[src/rtl/uart_pkg.sv]
// Shared constants and state types for the uart_rx_tx core.
package uart_pkg;

    // Bit-period divisors for a 12 MHz system clock.
    localparam int B115200   = 104;
    localparam int B57600    = 208;
    localparam int B9600     = 1250;
    localparam int DATA_BITS = 8;

    typedef enum logic [1:0] {TX_IDLE, TX_START, TX_DATA, TX_STOP} tx_state_t;
    typedef enum logic [1:0] {RX_IDLE, RX_START, RX_DATA, RX_STOP} rx_state_t;

endpackage

[src/rtl/uart_baudgen.sv]
// Bit-period counter: pulses tick on the last cycle of a full or half period.
module uart_baudgen
    import uart_pkg::*;
#(
    parameter int BAUD = B115200
) (
    input  logic clk,
    input  logic rstn,
    input  logic clear,
    input  logic half,
    output logic tick
);

    localparam int CW = $clog2(BAUD);
    localparam logic [CW-1:0] FULL_LIM = CW'(BAUD - 1);
    localparam logic [CW-1:0] HALF_LIM = CW'(BAUD / 2 - 1);

    logic [CW-1:0] count;

    assign tick = (count == (half ? HALF_LIM : FULL_LIM));

    always_ff @(posedge clk or negedge rstn) begin
        if (!rstn)
            count <= '0;
        else if (clear || tick)
            count <= '0;
        else
            count <= count + CW'(1);
    end

endmodule

[src/rtl/uart_rx_tx.sv]
// Full-duplex 8N1 UART with independent RX/TX FSMs sharing one bit period.
// Define UART_LOOPBACK_EN to feed the receiver from o_tx instead of i_rx.
module uart_rx_tx
    import uart_pkg::*;
#(
    parameter int BAUD = B115200
) (
    input  logic       clk,
    input  logic       rstn,
    input  logic       i_rx,
    input  logic       i_tx_start,
    input  logic [7:0] i_tx_data,
    output logic [7:0] o_rx_data,
    output logic       o_rx_data_valid,
    output logic       o_tx,
    output logic       o_tx_ready
);

    localparam int IW = $clog2(DATA_BITS);
    localparam logic [IW-1:0] LAST_BIT = IW'(DATA_BITS - 1);

    tx_state_t      tx_state, tx_state_next;
    logic [7:0]     tx_shift, tx_shift_next;
    logic [IW-1:0]  tx_idx, tx_idx_next;
    logic           tx_line_next;
    logic           tx_tick;

    rx_state_t      rx_state, rx_state_next;
    logic [7:0]     rx_shift, rx_shift_next;
    logic [IW-1:0]  rx_idx, rx_idx_next;
    logic [7:0]     rx_data_next;
    logic           rx_valid_next;
    logic           rx_tick;
    logic           rx_in, rx_meta, rx_sync;

`ifdef UART_LOOPBACK_EN
    assign rx_in = o_tx;
`else
    assign rx_in = i_rx;
`endif

    uart_baudgen #(.BAUD(BAUD)) tx_baud (
        .clk   (clk),
        .rstn  (rstn),
        .clear (tx_state == TX_IDLE),
        .half  (1'b0),
        .tick  (tx_tick)
    );

    uart_baudgen #(.BAUD(BAUD)) rx_baud (
        .clk   (clk),
        .rstn  (rstn),
        .clear (rx_state == RX_IDLE),
        .half  (rx_state == RX_START),
        .tick  (rx_tick)
    );

    assign o_tx_ready = (tx_state == TX_IDLE);

    always_comb begin
        tx_state_next = tx_state;
        tx_shift_next = tx_shift;
        tx_idx_next   = tx_idx;
        unique case (tx_state)
            TX_IDLE: if (i_tx_start) begin
                tx_state_next = TX_START;
                tx_shift_next = i_tx_data;
            end
            TX_START: if (tx_tick) begin
                tx_state_next = TX_DATA;
                tx_idx_next   = '0;
            end
            TX_DATA: if (tx_tick) begin
                if (tx_idx == LAST_BIT)
                    tx_state_next = TX_STOP;
                else
                    tx_idx_next = tx_idx + IW'(1);
            end
            TX_STOP: if (tx_tick) tx_state_next = TX_IDLE;
            default: tx_state_next = TX_IDLE;
        endcase
        // The line level is chosen from the next state so o_tx can stay a plain flop.
        unique case (tx_state_next)
            TX_START: tx_line_next = 1'b0;
            TX_DATA:  tx_line_next = tx_shift_next[tx_idx_next];
            default:  tx_line_next = 1'b1;
        endcase
    end

    always_ff @(posedge clk or negedge rstn) begin
        if (!rstn) begin
            tx_state <= TX_IDLE;
            tx_shift <= '0;
            tx_idx   <= '0;
            o_tx     <= 1'b1;
        end else begin
            tx_state <= tx_state_next;
            tx_shift <= tx_shift_next;
            tx_idx   <= tx_idx_next;
            o_tx     <= tx_line_next;
        end
    end

    always_comb begin
        rx_state_next = rx_state;
        rx_shift_next = rx_shift;
        rx_idx_next   = rx_idx;
        rx_data_next  = o_rx_data;
        rx_valid_next = 1'b0;
        unique case (rx_state)
            RX_IDLE: if (!rx_sync) rx_state_next = RX_START;
            RX_START: if (rx_tick) begin
                rx_state_next = rx_sync ? RX_IDLE : RX_DATA;
                rx_idx_next   = '0;
            end
            RX_DATA: if (rx_tick) begin
                rx_shift_next = {rx_sync, rx_shift[7:1]};
                if (rx_idx == LAST_BIT)
                    rx_state_next = RX_STOP;
                else
                    rx_idx_next = rx_idx + IW'(1);
            end
            RX_STOP: if (rx_tick) begin
                rx_state_next = RX_IDLE;
                if (rx_sync) begin
                    rx_data_next  = rx_shift;
                    rx_valid_next = 1'b1;
                end
            end
            default: rx_state_next = RX_IDLE;
        endcase
    end

    always_ff @(posedge clk or negedge rstn) begin
        if (!rstn) begin
            rx_meta         <= 1'b1;
            rx_sync         <= 1'b1;
            rx_state        <= RX_IDLE;
            rx_shift        <= '0;
            rx_idx          <= '0;
            o_rx_data       <= 8'h00;
            o_rx_data_valid <= 1'b0;
        end else begin
            rx_meta         <= rx_in;
            rx_sync         <= rx_meta;
            rx_state        <= rx_state_next;
            rx_shift        <= rx_shift_next;
            rx_idx          <= rx_idx_next;
            o_rx_data       <= rx_data_next;
            o_rx_data_valid <= rx_valid_next;
        end
    end

endmodule

[config.mk]
export PLATFORM = sky130hd
export DESIGN_NAME = uart_rx_tx
export DESIGN_NICKNAME = d
export VERILOG_FILES = /design/src/rtl/uart_pkg.sv /design/src/rtl/uart_baudgen.sv /design/src/rtl/uart_rx_tx.sv
export SDC_FILE = /design/constraint.sdc
export NUM_CORES = 1
export LEC_CHECK = 0
export ABC_AREA = 1
export CAP_MARGIN = 20
export CORE_MARGIN = 2
export CORE_UTILIZATION = 35
export CTS_CLUSTER_DIAMETER = 100
export CTS_CLUSTER_SIZE = 28
export DETAILED_ROUTE_END_ITERATION = 7
export SYNTH_ARGS = -nofsm -noshare
export SYNTH_HDL_FRONTEND = slang
export SYNTH_SLANG_ARGS = --single-unit
[constraint.sdc]
create_clock -name clk -period 2.3 [get_ports clk]
set_clock_uncertainty 0.2 [all_clocks]
set_input_delay 0.23 -clock clk [delete_from_list [all_inputs] [get_ports clk]]
set_output_delay 0.23 -clock clk [all_outputs]
set_load 0.03 [all_outputs]
* After elaboration in Yosys (flattened, before gate mapping)
Cells that the tools add are included. Widths: inputs -> output; s select.
Word-level totals: bits in registers 52, bits of input ports 12, word-level logic and storage cells 77
Operators by class: add/subtract/negate cells 4, $lt $le $gt $ge 1, equal/unequal tests 18, muxes and demuxes 32, reductions and logical operators 9
Operator list (number):
- $mux 2 | 11
- $mux 7 | 3
- $mux 3 | 6
- $mux 8 | 2
- $pmux 2 s4 | 2
- $add 7x1->7 const B | 2
- $pmux 3 s2 | 2
- $eq 2x2->1 const B | 5
- $ne 2x2->1 const B | 4
- $eq 7x7->1 | 1
- $eq 7x7->1 const B | 1
- $add 3x1->3 const B | 2
- $eq 2x1->1 const B | 3
- $eq 3x3->1 const B | 2
- $reduce_and 5->1 | 1
- $logic_not 2->1 | 2
- $lt 3x4->1 const B | 1
- $mux 1 | 4
- $ne 2x1->1 const B | 2
- $reduce_and 4->1 | 1
- $bmux 1 s3 | 1
- $reduce_and 3->1 | 1
- $logic_or 1x1->1 | 2
- $pmux 1 s2 | 1
- other kinds (2) | 2

* Depth between registers and ports, before layout
depth in word-level cells 7, depth in mapped cells 14, depth with buffers taken out 14

* By module
A second synthesis with hierarchy kept.
Unflattened totals: cell total of the unflattened synthesis 310, area, all modules 2658.8 um^2
By module, submodules not included:
- uart_rx_tx | instances 1, cells each 208, area each 1833.0 um^2, seq. area each 954.7 um^2
- uart_baudgen | instances 2, cells each 51, area each 412.9 um^2, seq. area each 175.2 um^2

* Least setup slack after synthesis
No wires, ideal clock.
kind register to register, from register tx_state[0], to register o_tx, library setup time 0.078 ns, data arrival time 1.884 ns, slack 0.138 ns, stages on the path, launching flop included 13, path buffers 1, clock period less this slack 2.162 ns, cells stage by stage dfrtp_1 > inv_1 > ha_1 > nand2_1 > clkbuf_1 > o21ai_0 > nand3_1 > nand3_1 > nand2_1 > nand2_1 > nand2_1 > nand2_1 > nand2_1
On the way: word-level cells in the longest chain between the ends 5, elaborated cells on any way between the ends 17
RTL lines:
- start, declared | RTL line uart_rx_tx.sv:22 | tx_state_t tx_state, tx_state_next;
- start signal, assigned | RTL line uart_rx_tx.sv:97 | tx_state <= tx_state_next;
- $logic_not 2->1 *
- net o_tx_ready | RTL line uart_rx_tx.sv:16 | output logic o_tx_ready
- $mux 8 | RTL line uart_rx_tx.sv:64 | unique case (tx_state)
- $bmux 1 s3 | RTL line uart_rx_tx.sv:85 | TX_DATA: tx_line_next = tx_shift_next[tx_idx_next];
- $mux 1 (not written as such) | RTL line uart_rx_tx.sv:85
- $pmux 1 s2 * | RTL line uart_rx_tx.sv:83 | unique case (tx_state_next)
- net tx_line_next | RTL line uart_rx_tx.sv:25 | logic tx_line_next;
- end signal, assigned | RTL line uart_rx_tx.sv:100 | o_tx <= tx_line_next;
- end, declared | RTL line uart_rx_tx.sv:15 | output logic o_tx,
Mark *: on every way through the listed nets, which the timed path passes. The rest lies on a longest branch. The select of a mux whose other input is x is not followed. A chain may end at the register's enable or synchronous reset.

* Worst setup path in the final report
from register tx_baud.count[0], to register o_tx
On the way: word-level cells in the longest chain between the ends 6, elaborated cells on any way between the ends 13
RTL lines:
- start, declared | RTL line uart_baudgen.sv:18 | logic [CW-1:0] count;
- start signal, assigned | RTL line uart_baudgen.sv:28 | count <= count + CW'(1);
- $eq 7x7->1 * | RTL line uart_baudgen.sv:20 | assign tick = (count == (half ? HALF_LIM : FULL_LIM));
- $mux 3, on equally long branches | RTL line uart_rx_tx.sv:73, uart_rx_tx.sv:69
- $pmux 3 s2 | RTL line uart_rx_tx.sv:64
- $bmux 1 s3 | RTL line uart_rx_tx.sv:85
- $mux 1 (not written as such) | RTL line uart_rx_tx.sv:85
- $pmux 1 s2 * | RTL line uart_rx_tx.sv:83
- net tx_line_next | RTL line uart_rx_tx.sv:25
Marks and branches as above.

==> impl_results.md <==
* Status: completed
* CTS tree: yes
* Clock Path Buffers at 2
* DRT Pass-1 Iters at 4
* Sequential cell area fraction in the yosys report at roughly half
* Vias in the first global route at approximately 1.8k
* RSZ-0062 raised after global routing: no
* Gr ovfl total at 0
* Ys async rst share at 100%
* Hold Path Depth at 1
* Setup TNS at 0 ps
* Root buffer cell: clkbuf_8
* CP Class: flip-flop to flip-flop
* Mapped Area at ~2500 um^2
* Filler cell count at 751
* DR vias at 1911
* CTS clk-pin slew, worst paths at roughly 90 ps
* Die W at between 80 and 90 um
* Initial antenna violation count at 0
* Layout Nets at roughly 350
* Leak Pwr at roughly 1.5 nW
* Critical Path End Type: flip-flop
* Slew Viols, Final at 0
* Clk Latency, worst-skew pair at ~310 ps
* Post-layout util at 42.1%
* FF+latch count, synth at 52
* Mapped Nets at 318
* VDD IR-drop max at around 0.22 mV
* Number of synthesized flops with an enable pin at 0
* Final Power at 1.49 mW
* Worst Max-Slew Pin Slew at about 530 ps
* Area share of the largest cell type after synthesis at 48.2%
* Cells after Synth at about 300
* GPL Wtd Cong at between 0.8 and 0.9
* Drt wl/cell at roughly 10 um
* Antenna diodes at 0
* Post-DR vias/cell at between 4 and 5
* # rows at 31
* Largest cells by area after synthesis: dfrtp_1 48%, nand2_1 10%, inv_1 7.4%
* CP max FO at 6
* Post-DP HPWL at around 3300 um
* Htree depth at 2
* Crit path arrival time at about 2100 ps
* Final period util at 88.8%
* Final setup violation count at 0
* Yosys warns at 0
* Final hold violations at 0
* Core area at 7140 um^2
* Remaining antenna violation count at 0
* PwrDens at between 400 and 500 nW/um^2
* Mapped Avg Cell Area at approximately 8.6 um^2
* Share of post-route cells with drive strength above 1 at 11.9%
* Max-slew headroom at between 60% and 70%
* Cell taking the most area after synthesis: dfrtp_1
* CTS buffer count at 5
* Fmax at around 500 MHz
* Max cap viols at 0
* Overall Global Routing Usage at between 10% and 20%
* Tmin final at 2040 ps
* Worst Setup Start Kind: flip-flop
* Worst min-delay path class: input pin to flip-flop
* Area Growth Syn to Fin at 18.2%
* First-pass GRT wire length at approximately 8000 um
* Synth Flop Type: dfrtp_1
* I/O Pins at 23
* Clk sink count at 52
* Worst r2r path cells at 14
* First DRT Iteration DRCs at 59
* Die Y at approximately 89 um
* Largest net degree at the start of global routing at 26
* PortBufs at 22
* Critical Path RT at 2350 ps
* # DRC at 0
* Cell variety after synth at 32
* Die footprint at roughly 8000 um^2
* Post-Route WL at approximately 4400 um
* Initial Utilization at between 30% and 40%
-- synthesized netlist by cell type (2+ instances only) --
master	number
ha_1	9
nor3b_1	4
nand4_1	3
o21ai_0	24
and3_1	2
nor2_1	18
dfrtp_1	49
o21ai_2	9
clkbuf_1	2
xor2_1	3
dfstp_2	3
nand2_2	2
inv_2	2
nand2_1	69
a21oi_1	5
nand3_1	24
inv_1	50
nor3_1	5
-- registers in the layout, summed over array words and instances, names as in the netlist, 2 cells and up, named ones only --
signal	count
tx_state	2
o_rx_data	8
tx_shift	8
tx_idx	3
rx_shift	8
tx_baud.count	7
rx_baud.count	7
rx_idx	3
-- layout make-up --
cell class | count | area (um^2) | share of cell area, %
sequential | 52 | 1310 | 43.4
multi-input combinational | 189 | 1020 | 34.0
timing repair buffer | 28 | 265 | 8.82
inverter | 52 | 195 | 6.49
tap | 99 | 124 | 4.12
clock buffer | 5 | 68.8 | 2.29
clock inverter | 3 | 26.3 | 0.874
-- cell usage in the layout (no fill, tap or decap), types with 2 or more instances in the layout --
cell / n
o21ai_1: 4
nand2_2: 2
xor2_1: 3
nand3_1: 24
buf_4: 5
nand2_1: 69
nor3_1: 5
clkinv_4: 2
inv_2: 2
clkdlybuf4s50_1: 20
nor3b_1: 4
ha_1: 8
clkbuf_8: 5
o21ai_2: 9
and3_1: 2
o21ai_0: 21
a21oi_1: 5
nor2_1: 18
inv_1: 50
dfstp_2: 3
dfrtp_1: 49
nand4_1: 3
-- kinds of logic (layout without fill, tap and decap cells) --
| family | count (synthesis) | after routing | synth area share [%] |
|---|---|---|---|
| compound gates | 44 | 44 | 10.7 |
| xor+xnor | 4 | 4 | 1.38 |
| fa+ha+maj | 9 | 9 | 4.42 |
| buf+inv | 56 | 88 | 8.60 |
| flops | 52 | 52 | 51.3 |
| simple gates | 132 | 132 | 23.6 |
-- power breakdown --
part	internal [mW]	switching [mW]	leakage [nW]	total, mW
sequential	0.917	0.00118	0.640	0.918
clock	0.222	0.315	0.0487	0.537
combinational	0.0188	0.0211	0.764	0.0400
total	1.16	0.337	1.45	1.49
-- metrics by stage --
| stage | hold WS [ps] | area (um^2) | setup WS [ps] | cells |
|---|---|---|---|---|
| 2_1_floorplan | -266 | 2540 | 138 | 297 |
| 3_5_place_dp | 49.6 | 2900 | 207 | 419 |
| 4_1_cts | 151 | 3000 | 43.3 | 428 |
| 5_1_grt | 142 | 3010 | 13.8 | 428 |
| 6_report | 158 | 3010 | 257 | 428 |
| 3_3_place_gp | 45.6 | 2900 | 275 | 419 |
-- worst max-delay path, stage by stage, from the launching register on --
cell and delay (ps):
dfrtp_1 410, ha_1 230, nand2_1 110, inv_1 70, nand3_2 110, nand2_1 80, nand3_1 100, nand3_1 190
nand2_1 130, nand3_1 80, nand2_1 60, nand2_1 40, nand2_1 60, nand2_1 50, nand2_1 60
-- per-layer routing --
| metal | share of wire (%) | up-vias | routed length, um | global-route usage [%] |
|---|---|---|---|---|
| li1 | - | 1005 | - | - |
| met1 | 50 | 872 | 2220 | 17.1 |
| met2 | 46 | 28 | 2030 | 19.8 |
| met3 | 2.7 | 6 | 118 | 2.77 |
| met4 | 1.2 | 0 | 51 | 3.80 |
| met5 | 0 | - | 0 | 0 |
-- worst paths after layout --
kind	start	endpoint	slack, ps
worst min register to register	rx_meta$_DFF_PN1_	rx_sync$_DFF_PN1_	170
max in group asynchronous	rstn	rx_meta$_DFF_PN1_	1000
worst max register to register	tx_baud.count[0]$_DFF_PN0_	o_tx$_DFF_PN1_	260
min in group asynchronous	rstn	o_rx_data[2]$_DFFE_PN0P_	220
worst min-delay path	i_rx	rx_meta$_DFF_PN1_	160
worst max-delay path	tx_baud.count[0]$_DFF_PN0_	o_tx$_DFF_PN1_	260
-- timing repair --
action / 4_1_cts / 5_1_grt
setup endpoints to repair: 0 / 2
resized for setup: 0 / 5
hold buffers: 1 / 0
endpoints found under the hold margin: 21 / 0
buffers inserted: 0 / 0
(Power assumes the default switching activity.)
